<file path="src/rtl/ldst_pkg.sv">
// Shared types and constants for the load/store sequencer:
// FSM state encoding, err_code values and the default data width.
package ldst_pkg;

    localparam int XLEN_DEF = 64;

    typedef enum logic [2:0] {
        IDLE,
        RREG,
        ADDR,
        MEM,
        WB
    } state_t;

    localparam logic [1:0] ERR_NONE     = 2'b00;
    localparam logic [1:0] ERR_MISALIGN = 2'b01;
    localparam logic [1:0] ERR_TIMEOUT  = 2'b10;

endpackage

</file>
<file path="src/rtl/ldst_seq_if.sv">
// Request, register-file, data-memory and status bundle of ldst_seq.
// slave = sequencer side, master = issue/register-file/memory side.
interface ldst_seq_if
    import ldst_pkg::*;
#(
    parameter int XLEN = XLEN_DEF
) ();
    logic            req_valid;
    logic            req_ready;
    logic            req_is_store;
    logic [4:0]      req_rs1;
    logic [4:0]      req_rs2;
    logic [4:0]      req_rd;
    logic [XLEN-1:0] req_offset;

    logic [4:0]      rf_raddr1;
    logic [4:0]      rf_raddr2;
    logic [XLEN-1:0] rf_rdata1;
    logic [XLEN-1:0] rf_rdata2;
    logic            rf_we;
    logic [4:0]      rf_waddr;
    logic [XLEN-1:0] rf_wdata;

    logic            mem_req;
    logic            mem_we;
    logic [XLEN-1:0] mem_addr;
    logic [XLEN-1:0] mem_wdata;
    logic [XLEN-1:0] mem_rdata;
    logic            mem_ack;

    logic            done;
    logic            err;
    logic [1:0]      err_code;

    modport slave (
        input  req_valid, req_is_store, req_rs1, req_rs2,
        input  req_rd, req_offset,
        output req_ready,
        output rf_raddr1, rf_raddr2,
        input  rf_rdata1, rf_rdata2,
        output rf_we, rf_waddr, rf_wdata,
        output mem_req, mem_we, mem_addr, mem_wdata,
        input  mem_rdata, mem_ack,
        output done, err, err_code
    );

    modport master (
        output req_valid, req_is_store, req_rs1, req_rs2,
        output req_rd, req_offset,
        input  req_ready,
        input  rf_raddr1, rf_raddr2,
        output rf_rdata1, rf_rdata2,
        input  rf_we, rf_waddr, rf_wdata,
        input  mem_req, mem_we, mem_addr, mem_wdata,
        output mem_rdata, mem_ack,
        input  done, err, err_code
    );
endinterface

</file>
<file path="src/rtl/ldst_agen.sv">
// Address generator: addr = base + offset (wraps at XLEN),
// misaligned when any of the low ALIGN_BITS bits of addr are set.
module ldst_agen
    import ldst_pkg::*;
#(
    parameter int XLEN       = XLEN_DEF,
    parameter int ALIGN_BITS = 3
) (
    input  logic [XLEN-1:0] base,
    input  logic [XLEN-1:0] offset,
    output logic [XLEN-1:0] addr,
    output logic            misaligned
);
    localparam logic [XLEN-1:0] MASK =
        (XLEN'(1) << ALIGN_BITS) - XLEN'(1);

    assign addr       = base + offset;
    assign misaligned = |(addr & MASK);
endmodule

</file>
<file path="src/rtl/ldst_seq.sv">
// Load/store sequencer: RREG -> ADDR -> MEM (wait/timeout) -> WB.
// Ports: clk, reset (sync, active high), bus (ldst_seq_if.slave).
module ldst_seq
    import ldst_pkg::*;
#(
    parameter int XLEN       = XLEN_DEF,
    parameter int ALIGN_BITS = 3,
    parameter int TIMEOUT    = 16
) (
    input  logic       clk,
    input  logic       reset,
    ldst_seq_if.slave  bus
);
    localparam int CW = (TIMEOUT > 1) ? $clog2(TIMEOUT) : 1;
    localparam logic [CW-1:0] CMAX = CW'(TIMEOUT - 1);

    state_t          state;
    logic            is_store_q;
    logic [4:0]      rd_q;
    logic [XLEN-1:0] offset_q;
    logic [XLEN-1:0] base_q;
    logic [XLEN-1:0] sdata_q;
    logic [CW-1:0]   cnt;
    logic [XLEN-1:0] sum;
    logic            misal;

    ldst_agen #(
        .XLEN       (XLEN),
        .ALIGN_BITS (ALIGN_BITS)
    ) u_agen (
        .base       (base_q),
        .offset     (offset_q),
        .addr       (sum),
        .misaligned (misal)
    );

    assign bus.req_ready = (state == IDLE) && !reset;

    // rf_raddr1/2 double as the captured rs1/rs2; mem_addr holds the
    // generated address and rf_wdata holds the loaded data.
    always_ff @(posedge clk) begin
        if (reset) begin
            state         <= IDLE;
            is_store_q    <= 1'b0;
            rd_q          <= '0;
            offset_q      <= '0;
            base_q        <= '0;
            sdata_q       <= '0;
            cnt           <= '0;
            bus.rf_raddr1 <= '0;
            bus.rf_raddr2 <= '0;
            bus.rf_we     <= 1'b0;
            bus.rf_waddr  <= '0;
            bus.rf_wdata  <= '0;
            bus.mem_req   <= 1'b0;
            bus.mem_we    <= 1'b0;
            bus.mem_addr  <= '0;
            bus.mem_wdata <= '0;
            bus.done      <= 1'b0;
            bus.err       <= 1'b0;
            bus.err_code  <= ERR_NONE;
        end else begin
            bus.done     <= 1'b0;
            bus.err      <= 1'b0;
            bus.err_code <= ERR_NONE;
            unique case (state)
                IDLE: begin
                    if (bus.req_valid) begin
                        is_store_q    <= bus.req_is_store;
                        rd_q          <= bus.req_rd;
                        offset_q      <= bus.req_offset;
                        bus.rf_raddr1 <= bus.req_rs1;
                        bus.rf_raddr2 <= bus.req_rs2;
                        state         <= RREG;
                    end
                end
                RREG: begin
                    base_q  <= bus.rf_rdata1;
                    sdata_q <= bus.rf_rdata2;
                    state   <= ADDR;
                end
                ADDR: begin
                    if (misal) begin
                        bus.done     <= 1'b1;
                        bus.err      <= 1'b1;
                        bus.err_code <= ERR_MISALIGN;
                        state        <= IDLE;
                    end else begin
                        cnt           <= '0;
                        bus.mem_req   <= 1'b1;
                        bus.mem_we    <= is_store_q;
                        bus.mem_addr  <= sum;
                        bus.mem_wdata <= is_store_q ? sdata_q : '0;
                        state         <= MEM;
                    end
                end
                MEM: begin
                    if (bus.mem_ack || cnt == CMAX) begin
                        bus.mem_req   <= 1'b0;
                        bus.mem_we    <= 1'b0;
                        bus.mem_addr  <= '0;
                        bus.mem_wdata <= '0;
                    end
                    // An ack in the last allowed cycle still wins.
                    if (bus.mem_ack) begin
                        if (is_store_q) begin
                            bus.done <= 1'b1;
                            state    <= IDLE;
                        end else begin
                            bus.rf_we    <= (rd_q != 5'd0);
                            bus.rf_waddr <= rd_q;
                            bus.rf_wdata <= bus.mem_rdata;
                            state        <= WB;
                        end
                    end else if (cnt == CMAX) begin
                        bus.done     <= 1'b1;
                        bus.err      <= 1'b1;
                        bus.err_code <= ERR_TIMEOUT;
                        state        <= IDLE;
                    end else begin
                        cnt <= cnt + 1'b1;
                    end
                end
                WB: begin
                    bus.rf_we    <= 1'b0;
                    bus.rf_waddr <= '0;
                    bus.rf_wdata <= '0;
                    bus.done     <= 1'b1;
                    state        <= IDLE;
                end
                default: state <= IDLE;
            endcase
        end
    end
endmodule

</file>
<file path="src/flat_wrapper.sv">
// flat-port wrapper written by rule: the top's interface ports become plain ports
module ldst_seq_flat import ldst_pkg::*;
#(
    parameter int XLEN       = XLEN_DEF,
    parameter int ALIGN_BITS = 3,
    parameter int TIMEOUT    = 16
)
  (clk, reset, bus_req_valid, bus_req_is_store, bus_req_rs1, bus_req_rs2, bus_req_rd, bus_req_offset, bus_req_ready, bus_rf_raddr1, bus_rf_raddr2, bus_rf_rdata1, bus_rf_rdata2, bus_rf_we, bus_rf_waddr, bus_rf_wdata, bus_mem_req, bus_mem_we, bus_mem_addr, bus_mem_wdata, bus_mem_rdata, bus_mem_ack, bus_done, bus_err, bus_err_code);
  ldst_seq_if #(.XLEN(XLEN)) bus_i ();
  input  logic clk;
  input  logic reset;
  input wire logic [$bits(bus_i.req_valid)-1:0] bus_req_valid;
  input wire logic [$bits(bus_i.req_is_store)-1:0] bus_req_is_store;
  input wire logic [$bits(bus_i.req_rs1)-1:0] bus_req_rs1;
  input wire logic [$bits(bus_i.req_rs2)-1:0] bus_req_rs2;
  input wire logic [$bits(bus_i.req_rd)-1:0] bus_req_rd;
  input wire logic [$bits(bus_i.req_offset)-1:0] bus_req_offset;
  output wire logic [$bits(bus_i.req_ready)-1:0] bus_req_ready;
  output wire logic [$bits(bus_i.rf_raddr1)-1:0] bus_rf_raddr1;
  output wire logic [$bits(bus_i.rf_raddr2)-1:0] bus_rf_raddr2;
  input wire logic [$bits(bus_i.rf_rdata1)-1:0] bus_rf_rdata1;
  input wire logic [$bits(bus_i.rf_rdata2)-1:0] bus_rf_rdata2;
  output wire logic [$bits(bus_i.rf_we)-1:0] bus_rf_we;
  output wire logic [$bits(bus_i.rf_waddr)-1:0] bus_rf_waddr;
  output wire logic [$bits(bus_i.rf_wdata)-1:0] bus_rf_wdata;
  output wire logic [$bits(bus_i.mem_req)-1:0] bus_mem_req;
  output wire logic [$bits(bus_i.mem_we)-1:0] bus_mem_we;
  output wire logic [$bits(bus_i.mem_addr)-1:0] bus_mem_addr;
  output wire logic [$bits(bus_i.mem_wdata)-1:0] bus_mem_wdata;
  input wire logic [$bits(bus_i.mem_rdata)-1:0] bus_mem_rdata;
  input wire logic [$bits(bus_i.mem_ack)-1:0] bus_mem_ack;
  output wire logic [$bits(bus_i.done)-1:0] bus_done;
  output wire logic [$bits(bus_i.err)-1:0] bus_err;
  output wire logic [$bits(bus_i.err_code)-1:0] bus_err_code;
  assign bus_i.req_valid = bus_req_valid;
  assign bus_i.req_is_store = bus_req_is_store;
  assign bus_i.req_rs1 = bus_req_rs1;
  assign bus_i.req_rs2 = bus_req_rs2;
  assign bus_i.req_rd = bus_req_rd;
  assign bus_i.req_offset = bus_req_offset;
  assign bus_req_ready = bus_i.req_ready;
  assign bus_rf_raddr1 = bus_i.rf_raddr1;
  assign bus_rf_raddr2 = bus_i.rf_raddr2;
  assign bus_i.rf_rdata1 = bus_rf_rdata1;
  assign bus_i.rf_rdata2 = bus_rf_rdata2;
  assign bus_rf_we = bus_i.rf_we;
  assign bus_rf_waddr = bus_i.rf_waddr;
  assign bus_rf_wdata = bus_i.rf_wdata;
  assign bus_mem_req = bus_i.mem_req;
  assign bus_mem_we = bus_i.mem_we;
  assign bus_mem_addr = bus_i.mem_addr;
  assign bus_mem_wdata = bus_i.mem_wdata;
  assign bus_i.mem_rdata = bus_mem_rdata;
  assign bus_i.mem_ack = bus_mem_ack;
  assign bus_done = bus_i.done;
  assign bus_err = bus_i.err;
  assign bus_err_code = bus_i.err_code;
  ldst_seq #(.XLEN(XLEN), .ALIGN_BITS(ALIGN_BITS), .TIMEOUT(TIMEOUT)) u_core (.clk(clk), .reset(reset), .bus(bus_i));
endmodule
</file>
<file path="config.mk">
export PLATFORM = sky130hd
export DESIGN_NAME = ldst_seq_flat
export DESIGN_NICKNAME = d
export VERILOG_FILES = /design/src/rtl/ldst_pkg.sv /design/src/rtl/ldst_seq_if.sv /design/src/rtl/ldst_agen.sv /design/src/rtl/ldst_seq.sv /design/src/flat_wrapper.sv
export SDC_FILE = /design/constraint.sdc
export NUM_CORES = 1
export LEC_CHECK = 0
export BUFFER_PORTS_ARGS = -buffer_cell sky130_fd_sc_hd__buf_2
export CELL_PAD_IN_SITES_DETAIL_PLACEMENT = 1
export CELL_PAD_IN_SITES_GLOBAL_PLACEMENT = 2
export CORE_MARGIN = 3
export CORE_UTILIZATION = 27
export CTS_CLUSTER_DIAMETER = 100
export CTS_CLUSTER_SIZE = 14
export DETAILED_ROUTE_END_ITERATION = 10
export MAX_ROUTING_LAYER = met4
export PLACE_DENSITY_LB_ADDON = 0.2
export SLEW_MARGIN = 20
export SYNTH_ARGS = -nofsm -noshare
export SYNTH_HDL_FRONTEND = slang
export SYNTH_SLANG_ARGS = --single-unit
</file>
<file path="constraint.sdc">
create_clock -name clk -period 2.95 [get_ports clk]
set_input_delay 0.885 -clock clk [delete_from_list [all_inputs] [get_ports clk]]
set_output_delay 0.885 -clock clk [all_outputs]
set_load 0.03 [all_outputs]
</file>
==> results of run 1 <==
==> cell usage after synthesis, types with 30 or more instances <==
library cell	n	area (um2)
a21o_1	34	255
a21oi_1	358	1790
a22oi_1	88	661
clkbuf_1	151	567
dfxtp_1	419	8390
ha_1	64	801
nand2_1	613	2300
nand3_1	50	250
nor2_1	129	484
o21ai_0	60	300
xnor2_1	30	263
xor2_1	31	272
==> path summary, 6_finish.rpt <==
| path | cells past startpoint | slack, ns | start | end |
|---|---|---|---|---|
| setup / recovery | 11 | 0.001 | u_core.base_q[2] | u_core.bus.mem_addr[51] |
| setup reg to reg | 11 | 0.001 | u_core.base_q[2] | u_core.bus.mem_addr[51] |
| hold / removal | 2 | 0.45 | u_core.bus.rf_wdata[36] | u_core.bus.rf_wdata[36] |
| hold reg to reg | 2 | 0.45 | u_core.bus.rf_wdata[36] | u_core.bus.rf_wdata[36] |
==> layer usage <==
layer,track usage,vias up,wire [um]
met2,0.338,322,34700
li1,-,8682,-
met5,-,-,0
met1,0.235,8577,30300
met4,0.0590,0,1670
met3,0.0422,86,3310
==> power by group through the flow <==
stage                     Combinational, mW  Clock (mW)  Sequential [mW]
after floorplan                        1.11           0             6.25
after global placement                 2.02           0             6.20
after detailed placement               2.05           0             6.21
after CTS                              2.07        4.65             6.09
after global routing                   2.29        4.85             6.12
final                                  2.06        4.43             6.09
==> layout make-up <==
type                    count  share of cell area
diodes                     28             0.00302
clock buffers              37              0.0395
well taps                 855              0.0461
repair buffers            608               0.149
inverters                  10             0.00162
clock inverters             5             0.00286
multi-input cells        1656               0.396
flip-flops and latches    419               0.362
==> tightest hold or removal path: stages (launching register included) <==
cell and delay, ns:
dfxtp_1 0.31, nand2_1 0.05, a21oi_1 0.05
==> state kept, by name, summed over array words and instances, names as in the netlist, 2 cells and up <==
name / flops
u_core.base_q: 64
u_core.bus.mem_addr: 64
u_core.bus.mem_wdata: 64
u_core.bus.rf_wdata: 64
u_core.offset_q: 64
u_core.sdata_q: 64
u_core.bus.rf_raddr1: 5
u_core.bus.rf_raddr2: 5
u_core.bus.rf_waddr: 5
u_core.rd_q: 5
u_core.cnt: 4
u_core.state: 3
u_core.bus.err_code: 2
==> metrics by stage <==
| stage | area (um2) | TNS [ns] |
|---|---|---|
| after floorplan | 17900 | -0.0106 |
| after global placement | 21800 | -0.616 |
| after detailed placement | 21800 | -1.18 |
| after CTS | 22900 | -0.0604 |
| after global routing | 23200 | -0.842 |
| final | 23200 | 0 |
==> cell families after synthesis <==
group	synth area share
flip-flops	0.469
XOR/XNOR	0.0299
buffers and inverters	0.0352
AND/OR/NAND/NOR	0.204
adder cells (fa/ha/maj)	0.0459
AO/OA/AOI/OAI	0.215
multiplexers	0.000560
==> repair_timing <==
action	CTS	global route
gates resized for setup	14	45
gates cloned	0	0
setup buffers	9	6
setup endpoints to repair	26	29
pin swaps	25	19
hold endpoints to repair	0	0
==> key figures, run 1 <==
Run status
  • Result of the run: completed

Yosys
  • Mapped Cells: 2,242
  • Number of nets in the synthesized netlist: 2,583
  • Part of the Yosys area used for sequential elements: 0.469
  • Most used DFF post-synth: dfxtp_1
  • Number of synthesized flops with an enable pin: 0
  • Synth async-reset ratio: 0
  • FF+latch count, synth: 419
  • Count of yosys warnings during synthesis: 0
  • Number of distinct library cell variants in the gate-level netlist after synthesis: 70
  • Cell Area, Synth: about 18,000 um2
  • Average cell area after synthesis: 7.98 um2

Layout
  • Sequential Area: 8400 um2
  • Non-filler cells, final: approximately 3.6k
  • Area overhead of the layout relative to synthesis: 29.6%
  • Commonest non-fill, non-tap cell in the layout: nand2_1
  • Most frequent cells in the layout: nand2_1 (612), buf_2 (489), dfxtp_1 (410), a21oi_1 (352), nor2_1 (129)
  • # nets final: slightly above 3k
  • # fillers: 7,910
  • Layout cells sized above 1: 0.262
  • Final Util: 0.357
  • Multi-input combinational cell area: 9170 um2

Routing
  • Vias: 17.7k
  • Total wirelength of the detailed-routed design: around 70 mm
  • # DRC: 0
  • Antenna viol nets, final: 0
  • Number of iterations in the first detailed-routing pass: 4
  • First-iteration detailed-routing DRC count: 694
  • Via/cell ratio: a little under 5
  • WL per Instance: roughly 19 um

Floorplan
  • Standard-cell rows: 93
  • Width of the die: 263 um
  • Initial Utilization: 0.275
  • Area enclosed by the die boundary: 69,400 um2
  • DIE HEIGHT: 263 um
  • Area of the core: 64,900 um2
  • IO Count: 491

STA
  • Smallest hold slack: 0.451 ns
  • Worst Setup Slack, final: 0.00113 ns
  • Highest clock frequency the design can meet: 0.339 GHz
  • Number of hold violations in the final report: 0
  • Share of the clock period used by the worst path: 1.00
  • Post-Route Skew: 0.0306 ns
  • Worst slew pin tran: 0.917 ns
  • Setup violation total in the final timing report: 0
  • Fin crit period: 2.95 ns
  • Final Slew Violations: 0
  • RSZ-0062 raised after global routing: yes
  • Max_slew headroom: 0.389

Place
  • Final RePlAce weighted congestion: 0.825
  • Setup slack at placement: -0.228 ns
  • Cells after DPL: between 3k and 4k
  • I/O Buffers: 490
  • HPWL reported at the end of detailed placement: between 50 and 60 mm

Worst setup path
  • Cells traversed along the worst timing path: ha_4, o211ai_1, o211ai_1, a221oi_4, a2111oi_4, a21oi_4, o31ai_4, a21oi_2, buf_4, and4_4, or3_1
  • Buffers plus inverters on the worst setup path: 1
  • Max stage delay on crit path: 0.45 ns
  • Start-to-end type of the worst setup path: reg2reg
  • Sort of element at the start of the critical path: flip-flop
  • Maximum fanout count along the critical path: 4
  • Most Frequent Cell on Critical Path: o211ai_1
  • Critical Path AT: 3.40 ns
  • Worst Setup End Kind: flip-flop
  • Worst Path Required: 3.40 ns
  • Master of the slowest instance on the critical path: a2111oi_4
  • Cell family with most CP delay: compound AO/OA/AOI/OAI gates

CTS
  • Root cell of the clock tree: clkbuf_16
  • H-tree levels: 2
  • Clock network latency to the later pin of the worst-skew pair: ~0.57 ns
  • Clock Path Buffers: 3
  • TritonCTS clock tree: done
  • Post-cts hold buffer count: 0
  • CTS sink count: ~420
  • Clock buffer count from CTS: 36
  • Clock transition at the register clock pins on the worst setup and hold paths after CTS: roughly 0.07 ns

Power
  • Net switching power figure: between 3 and 4 mW
  • Internal cell power: a little under 9 mW
  • Share of total power consumed by net switching: 0.292
  • Power density over cell area: about 540 nW/um2
  • Max VDD drop: 0.000397 V
  • Sequential Power Share: 0.484
  • Part of the power in combinational logic: 0.163
  • Proportion of power drawn by the clock network: 0.352
  • Post-layout total power: 12.6 mW
  • Static Leak: 9.81 nW

GRT
  • Global-route congestion overflow total: 0
  • Number of global-route vias before repair: ~18k
  • First-pass GRT wire length: 107 mm
  • Maximum number of pins on one net before global-route repair: 112
  • Initial antenna violation count: 28
  • Total global routing track utilization: 0.199

Hold path
  • Type of the most critical hold path: reg2reg

Run
  • Max cap viols: 0
No activity file was read; power rests on OpenSTA's default activity.
==> run 2: changes to the inputs <==
ABC_AREA = 1   (was not set)
CORE_UTILIZATION = 26   (was 27)
SKIP_LAST_GASP = 1   (was not set)
==> run 2 against run 1 <==
Compared with the run above:
- synthesized cell count is 38% higher
- fmax rose by 15%
- worst hold slack got worse by 0.0098 ns
==> key figures, run 2 <==
STA
  • Setup violation total in the final timing report: 0 (unchanged)
  • Number of hold violations in the final report: 0 (unchanged)
  • Highest clock frequency the design can meet: 0.390 GHz (was 0.339 GHz)
  • Final Slew Violations: 0 (unchanged)
  • Fin crit period: 2.56 ns (was 2.95 ns)
  • Post-Route Skew: 0.0232 ns (was 0.0306 ns)
  • Share of the clock period used by the worst path: 0.869 (was 1.00)
  • Setup tns final: 0 ns (unchanged)
  • Worst slew pin tran: 0.965 ns (was 0.917 ns)
  • RSZ-0062 raised after global routing: no (was yes)
  • Max_slew headroom: 0.356 (was 0.389)

Layout
  • Commonest non-fill, non-tap cell in the layout: nand2_1 (unchanged)
  • Layout cells sized above 1: 0.173 (was 0.262)
  • Area overhead of the layout relative to synthesis: 23.0% (was 29.6%)
  • # nets final: 3,869 (was 3,072)
  • Most frequent cells in the layout: nand2_1 (898), inv_1 (547), buf_2 (489), a21oi_1 (448), dfxtp_1 (419) (was nand2_1 (612), buf_2 (489), dfxtp_1 (410), a21oi_1 (352), nor2_1 (129))
  • # fillers: 9,845 (was 7,910)

Run
  • Max cap viols: 0 (unchanged)

Hold path
  • Type of the most critical hold path: reg2reg (unchanged)

Power
  • Power density over cell area: 598 nW/um2 (was 543 nW/um2)
  • Post-layout total power: 15.0 mW (was 12.6 mW)
  • Static Leak: 12.1 nW (was 9.81 nW)
  • Max VDD drop: 0.000375 V (was 0.000397 V)

Floorplan
  • Area of the core: 76,700 um2 (was 64,900 um2)
  • Area enclosed by the die boundary: 81,700 um2 (was 69,400 um2)
  • IO Count: 491 (unchanged)
  • Initial Utilization: 0.265 (was 0.275)
  • Width of the die: 286 um (was 263 um)
  • DIE HEIGHT: 286 um (was 263 um)
  • Standard-cell rows: 101 (was 93)

Place
  • HPWL reported at the end of detailed placement: 65.6 mm (was 51.6 mm)
  • Final RePlAce weighted congestion: 0.877 (was 0.825)
  • I/O Buffers: 490 (unchanged)

Yosys
  • Mapped Cells: 3,094 (was 2,242)
  • Parity-gate share of the synthesized area counting xor and xnor cells: 0.00129 (was 0.0299)
  • Most used DFF post-synth: dfxtp_1 (unchanged)
  • Fraction of the mapped netlist area in simple logic gates: 0.240 (was 0.204)
  • Mux cell area share after synthesis: 0 (was 0.000560)
  • Leading post-synthesis cells by instance count: nand2_1 (898), inv_1 (547), a21oi_1 (448), dfxtp_1 (419), o21ai_0 (253) (was nand2_1 (613), dfxtp_1 (419), a21oi_1 (358), clkbuf_1 (151), nor2_1 (129))
  • Number of nets in the synthesized netlist: 3,435 (was 2,583)
  • Main combinational cell family by area after synthesis: simple AND/OR/NAND/NOR gates (was compound AO/OA/AOI/OAI gates)
  • Count of yosys warnings during synthesis: 0 (unchanged)
  • Compound-gate portion of the synthesized area: 0.176 (was 0.215)
  • Top cells by area in the synthesized netlist: dfxtp_1 (41%), nand2_1 (17%), a21oi_1 (11%) (was dfxtp_1 (47%), nand2_1 (13%), a21oi_1 (10%))
  • Cell with the most instances after synthesis: nand2_1 (unchanged)
  • Part of the Yosys area used for sequential elements: 0.412 (was 0.469)
  • Synth async-reset ratio: 0 (unchanged)
  • Number of distinct library cell variants in the gate-level netlist after synthesis: 39 (was 70)
  • Share of the synthesized area in the top cell type: 0.412 (was 0.469)
  • Cell taking the most area after synthesis: dfxtp_1 (unchanged)
  • Adder-Cell Fraction of Synth Area: 0.0403 (was 0.0459)
  • FF+latch count, synth: 419 (unchanged)
  • Number of synthesized flops with an enable pin: 0 (unchanged)
  • Cell Area, Synth: 20,400 um2 (was 17,900 um2)
  • Average cell area after synthesis: 6.58 um2 (was 7.98 um2)

CTS
  • CTS resizes: 0 (was 14)
  • Post-cts hold buffer count: 0 (unchanged)
  • Clock network latency to the later pin of the worst-skew pair: 0.58 ns (was 0.57 ns)
  • Clock Path Buffers: 3 (unchanged)
  • TritonCTS clock tree: done (unchanged)
  • Post-CTS setup buffer count: 0 (was 9)
  • Root cell of the clock tree: clkbuf_16 (unchanged)
  • Clock buffer count from CTS: 37 (was 36)
  • H-tree levels: 2 (unchanged)
  • Clock transition at the register clock pins on the worst setup and hold paths after CTS: 0.07 ns (about the same)
  • CTS sink count: 419 (unchanged)

Worst setup path
  • Max stage delay on crit path: 0.48 ns (was 0.45 ns)
  • Worst Setup End Kind: flip-flop (unchanged)
  • Maximum fanout count along the critical path: 4 (unchanged)
  • Start-to-end type of the worst setup path: reg2reg (unchanged)
  • Master of the slowest instance on the critical path: fa_1 (was a2111oi_4)
  • Critical Path AT: 2.97 ns (was 3.40 ns)
  • Worst Path Required: 3.35 ns (was 3.40 ns)
  • Cells traversed along the worst timing path: ha_1, fa_1, nand3_1, nand3_1, nand3_1, nand3_1, nand2_1, nand2_1, or2_2, nand3_1, a21oi_1 (was ha_4, o211ai_1, o211ai_1, a221oi_4, a2111oi_4, a21oi_4, o31ai_4, a21oi_2, buf_4, and4_4, or3_1)
  • Most Frequent Cell on Critical Path: nand3_1 (was o211ai_1)
  • Sort of element at the start of the critical path: flip-flop (unchanged)

Routing
  • First-iteration detailed-routing DRC count: 784 (was 694)
  • Vias: 20.7k (was 17.7k)
  • # DRC: 0 (unchanged)
  • Via/cell ratio: 4.52 (was 4.88)
  • Total wirelength of the detailed-routed design: 83.0 mm (was 70.0 mm)
  • Antenna viol nets, final: 0 (unchanged)
  • WL per Instance: 18.1 um (was 19.3 um)
  • Number of iterations in the first detailed-routing pass: 5 (was 4)

GRT
  • Maximum number of pins on one net before global-route repair: 94 (was 112)
  • Global-route congestion overflow total: 0 (unchanged)
  • First-pass GRT wire length: 127 mm (was 107 mm)
  • Number of global-route vias before repair: 22.0k (was 18.5k)
  • Total global routing track utilization: 0.204 (was 0.199)
  • Initial antenna violation count: 16 (was 28)

Run status
  • Result of the run: completed (unchanged)
run 2: cell count changes in the layout (fill, tap and decap cells not counted), moves of 12 or more:
cell     change
nand4_1     -15
inv_1      +537
nand2_1    +286
xnor2_1     -28
xor2_1      -28
o21ai_0    +198
buf_4       -83
nor2_1      +13
a21o_1      -32
nand3_1     +58
a21oi_1     +96
diode_2     -12
a22oi_1     -88
o21ai_1     -14
run 2: report_power, final:
| part | leakage [nW] | switching, mW | internal, mW |
|---|---|---|---|
| clock | 0.500 | 2.30 | 2.34 |
| combinational | 8.21 | 2.57 | 1.19 |
| sequential | 3.42 | 0.336 | 6.23 |
| total | 12.1 | 5.21 | 9.76 |
run 2: routing by layer:
metal	wire length [um]	global-route usage	part of all wire
met1	35200	0.232	0.42
met2	41800	0.366	0.50
met3	4510	0.0467	0.054
met4	1510	0.0416	0.018
met5	0	-	0
run 2: final timing paths:
check,from,end,slack [ns],depth (start not counted)
worst min-delay path,u_core.sdata_q[30],u_core.sdata_q[30],0.44,2
worst max-delay path,u_core.base_q[0],u_core.bus.mem_addr[28],0.39,11
worst max register to register,u_core.base_q[0],u_core.bus.mem_addr[28],0.39,11
worst min register to register,u_core.sdata_q[30],u_core.sdata_q[30],0.44,2
run 2: cell type report:
class	count	area, um2	area share
Multi-Input combinational cell	1993	9370	0.374
Sequential cell	419	8390	0.335
Timing Repair Buffer	524	2840	0.113
Inverter	553	2080	0.0831
Tap cell	1030	1290	0.0515
Clock buffer	40	958	0.0383
Clock inverter	7	73.8	0.00295
Antenna cell	16	40.0	0.00160
run 2: cell families (layout without fill, tap and decap cells):
logic type,count (synthesis),count (layout)
flops,419,419
other cells,0,16
compound gates,711,711
xor+xnor,3,3
simple gates,1214,1214
buf+inv,682,1124
fa+ha+maj,65,65
run 2: worst max-delay path, delay by kind of cell, from the launching register on:
kind | cells | cell delay (ns)
flops | 1 | 0.32
compound gates | 1 | 0.06
simple gates | 8 | 1.30
fa+ha+maj | 2 | 0.72
run 2: through the flow:
| step | worst slack, ns | utilization | hold WS (ns) | std cells | instance area, um2 |
|---|---|---|---|---|---|
| floorplan | 0.390 | - | 0.424 | 3094 | 20400 |
| global placement | 0.464 | 0.312 | 0.430 | 4519 | 24000 |
| detailed placement | 0.396 | 0.312 | 0.436 | 4519 | 24000 |
| CTS | 0.333 | 0.326 | 0.447 | 4566 | 25000 |
| global route | 0.173 | 0.326 | 0.464 | 4579 | 25000 |
| finish | 0.386 | 0.326 | 0.441 | 4582 | 25000 |
==> run 3: changes to the inputs <==
REMOVE_ABC_BUFFERS = 1   (was not set)
==> run 3 against run 2 <==
Compared with the run above:
- critical path depth down 1
- flip-flop and latch count unchanged
- largest power group unchanged
- cell count about the same
- design area about the same
==> key figures, run 3 (synthesis results as in run 2) <==
Routing
  • Vias: 20.6k (was 20.7k)
  • WL per Instance: 17.8 um (was 18.1 um)
  • # DRC: 0 (unchanged)
  • Highest metal used: met4 (unchanged)
  • Met2 wirelength from detailed routing: 39.8 mm (was 41.8 mm)
  • Number of iterations in the first detailed-routing pass: 4 (was 5)
  • Via/cell ratio: 4.50 (was 4.52)
  • Antenna viol nets, final: 0 (unchanged)
  • Length of routed met3 wiring: 2.99 mm (was 4.51 mm)
  • Total wirelength of the detailed-routed design: 81.5 mm (was 83.0 mm)
  • Post-Route M1 WL: 36.5 mm (was 35.2 mm)
  • First-iteration detailed-routing DRC count: 684 (was 784)

Floorplan
  • IO Count: 491 (unchanged)
  • Standard-cell rows: 101 (unchanged)
  • Area of the core: 76,700 um2 (unchanged)
  • DIE HEIGHT: 286 um (unchanged)
  • Area enclosed by the die boundary: 81,700 um2 (unchanged)
  • Initial Utilization: 0.265 (unchanged)
  • Width of the die: 286 um (unchanged)

CTS
  • Clock transition at the register clock pins on the worst setup and hold paths after CTS: 0.07 ns (about the same)
  • Clock buffer count from CTS: 38 (was 37)
  • CTS resizes: 0 (unchanged)
  • Root cell of the clock tree: clkbuf_16 (unchanged)
  • TritonCTS clock tree: done (unchanged)
  • Post-CTS setup buffer count: 0 (unchanged)
  • Clock network latency to the later pin of the worst-skew pair: 0.57 ns (was 0.58 ns)
  • Post-cts hold buffer count: 0 (unchanged)
  • CTS sink count: 419 (unchanged)
  • H-tree levels: 2 (unchanged)
  • Clock Path Buffers: 3 (unchanged)

Hold path
  • Type of the most critical hold path: reg2reg (unchanged)

Worst setup path
  • Depth of the worst register-to-register path: 10 (was 11)
  • Worst reg2reg startpoint: u_core.base_q[0] (unchanged)
  • Worst Path Required: 3.43 ns (was 3.35 ns)
  • Worst setup path endpoint: u_core.bus.mem_addr[59] (was u_core.bus.mem_addr[28])
  • Sort of element at the start of the critical path: flip-flop (unchanged)
  • Reg-to-reg endpoint: u_core.bus.mem_addr[59] (was u_core.bus.mem_addr[28])
  • Worst Setup End Kind: flip-flop (unchanged)
  • Critical Path AT: 3.09 ns (was 2.97 ns)
  • Critical path origin: u_core.base_q[0] (unchanged)
  • Flop-to-flop setup slack: 0.34 ns (was 0.39 ns)
  • Maximum fanout count along the critical path: 18 (was 4)
  • Start-to-end type of the worst setup path: reg2reg (unchanged)

Layout
  • Commonest non-fill, non-tap cell in the layout: nand2_1 (unchanged)
  • Area overhead of the layout relative to synthesis: 23.1% (was 23.0%)
  • # fillers: 9,939 (was 9,845)
  • # nets final: 3,865 (was 3,869)
  • Final Util: 0.327 (was 0.326)
  • Layout cells sized above 1: 0.173 (about the same)
  • Final instance area: 25,100 um2 (was 25,000 um2)
  • Most frequent cells in the layout: nand2_1 (898), inv_1 (547), buf_2 (489), a21oi_1 (448), dfxtp_1 (419) (unchanged)

Power
  • Static Leak: 12.1 nW (about the same)
  • Post-layout total power: 15.1 mW (was 15.0 mW)
  • Power density over cell area: 603 nW/um2 (was 598 nW/um2)
  • Max VDD drop: 0.000327 V (was 0.000375 V)

STA
  • RSZ-0062 raised after global routing: no (unchanged)
  • Worst slew pin tran: 0.833 ns (was 0.965 ns)
  • Highest clock frequency the design can meet: 0.383 GHz (was 0.390 GHz)
  • Share of the clock period used by the worst path: 0.884 (was 0.869)
  • Setup violation total in the final timing report: 0 (unchanged)
  • Fin crit period: 2.61 ns (was 2.56 ns)
  • Final Slew Violations: 0 (unchanged)
  • Setup tns final: 0 ns (unchanged)
  • Number of hold violations in the final report: 0 (unchanged)
  • Post-Route Skew: 0.0222 ns (was 0.0232 ns)
  • Max_slew headroom: 0.441 (was 0.356)
  • Smallest hold slack: 0.438 ns (was 0.441 ns)

Run status
  • Result of the run: completed (unchanged)

Place
  • Total placed instance area: 23,900 um2 (was 24,000 um2)
  • Final RePlAce weighted congestion: 0.855 (was 0.877)
  • I/O Buffers: 490 (unchanged)
  • HPWL reported at the end of detailed placement: 64.1 mm (was 65.6 mm)

GRT
  • Global-route congestion overflow total: 0 (unchanged)
  • Initial antenna violation count: 22 (was 16)
  • Total global routing track utilization: 0.197 (was 0.204)
  • First-pass GRT wire length: 124 mm (was 127 mm)
  • Number of global-route vias before repair: 21.4k (was 22.0k)
  • Maximum number of pins on one net before global-route repair: 86 (was 94)

Run
  • Max cap viols: 0 (unchanged)
## run 3: cell count changes in the layout (fill, tap and decap cells not counted), moves of 2 or more
cell      before  now
buf_4         24   20
clkbuf_8       0    2
clkinv_8       1    3
diode_2       16   20
inv_8          0    2
## run 3: critical path, cell delays in order, from the launching register on
cell and delay (ns):
dfxtp_1 0.31, ha_1 0.23, fa_1 0.47, nand2_1 0.09, inv_2 0.04, o21ai_2 0.24, nand2_1 0.21, nand3_4 0.31
buf_4 0.34, nand2_1 0.09, a21oi_1 0.16
## run 3: stage by stage
step	setup slack [ns]	std cells
floorplan	-2.52	2965
global placement	0.389	4514
detailed placement	0.309	4514
CTS	0.275	4563
global route	0.0952	4581
finish	0.341	4583
## run 3: area by class of cell
class,count,area [um2],share of cell area
antenna,20,50.0,0.00200
clock buffer,42,1010,0.0402
clock inverter,7,83.8,0.00335
inverter,553,2080,0.0831
multi-input combinational,1993,9360,0.374
sequential,419,8390,0.335
tap,1030,1290,0.0514
timing repair buffer,519,2790,0.111
## run 3: worst min-delay path by stage
stage / endpoint / start / cells after the start
after global routing: u_core.bus.rf_raddr1[1] / u_core.bus.rf_raddr1[1] / 2
final: u_core.bus.rf_raddr1[1] / u_core.bus.rf_raddr1[1] / 2
after detailed placement: u_core.bus.rf_raddr1[1] / u_core.bus.rf_raddr1[1] / 2
after global placement: u_core.bus.rf_raddr1[3] / u_core.bus.rf_raddr1[3] / 2
after floorplan: u_core.sdata_q[0] / u_core.sdata_q[0] / 2
after CTS: u_core.bus.rf_raddr1[1] / u_core.bus.rf_raddr1[1] / 2
## run 3: layer usage
layer | track usage | vias up
met3 | 0.0280 | 95
met1 | 0.240 | 9699
met4 | 0.0612 | 0
li1 | - | 10500
met2 | 0.336 | 313
met5 | - | -
## run 3: where the power goes
| group | switching, mW | internal, mW |
|---|---|---|
| registers | 0.332 | 6.23 |
| logic | 2.59 | 1.17 |
| clock network | 2.32 | 2.45 |
| total | 5.24 | 9.86 |
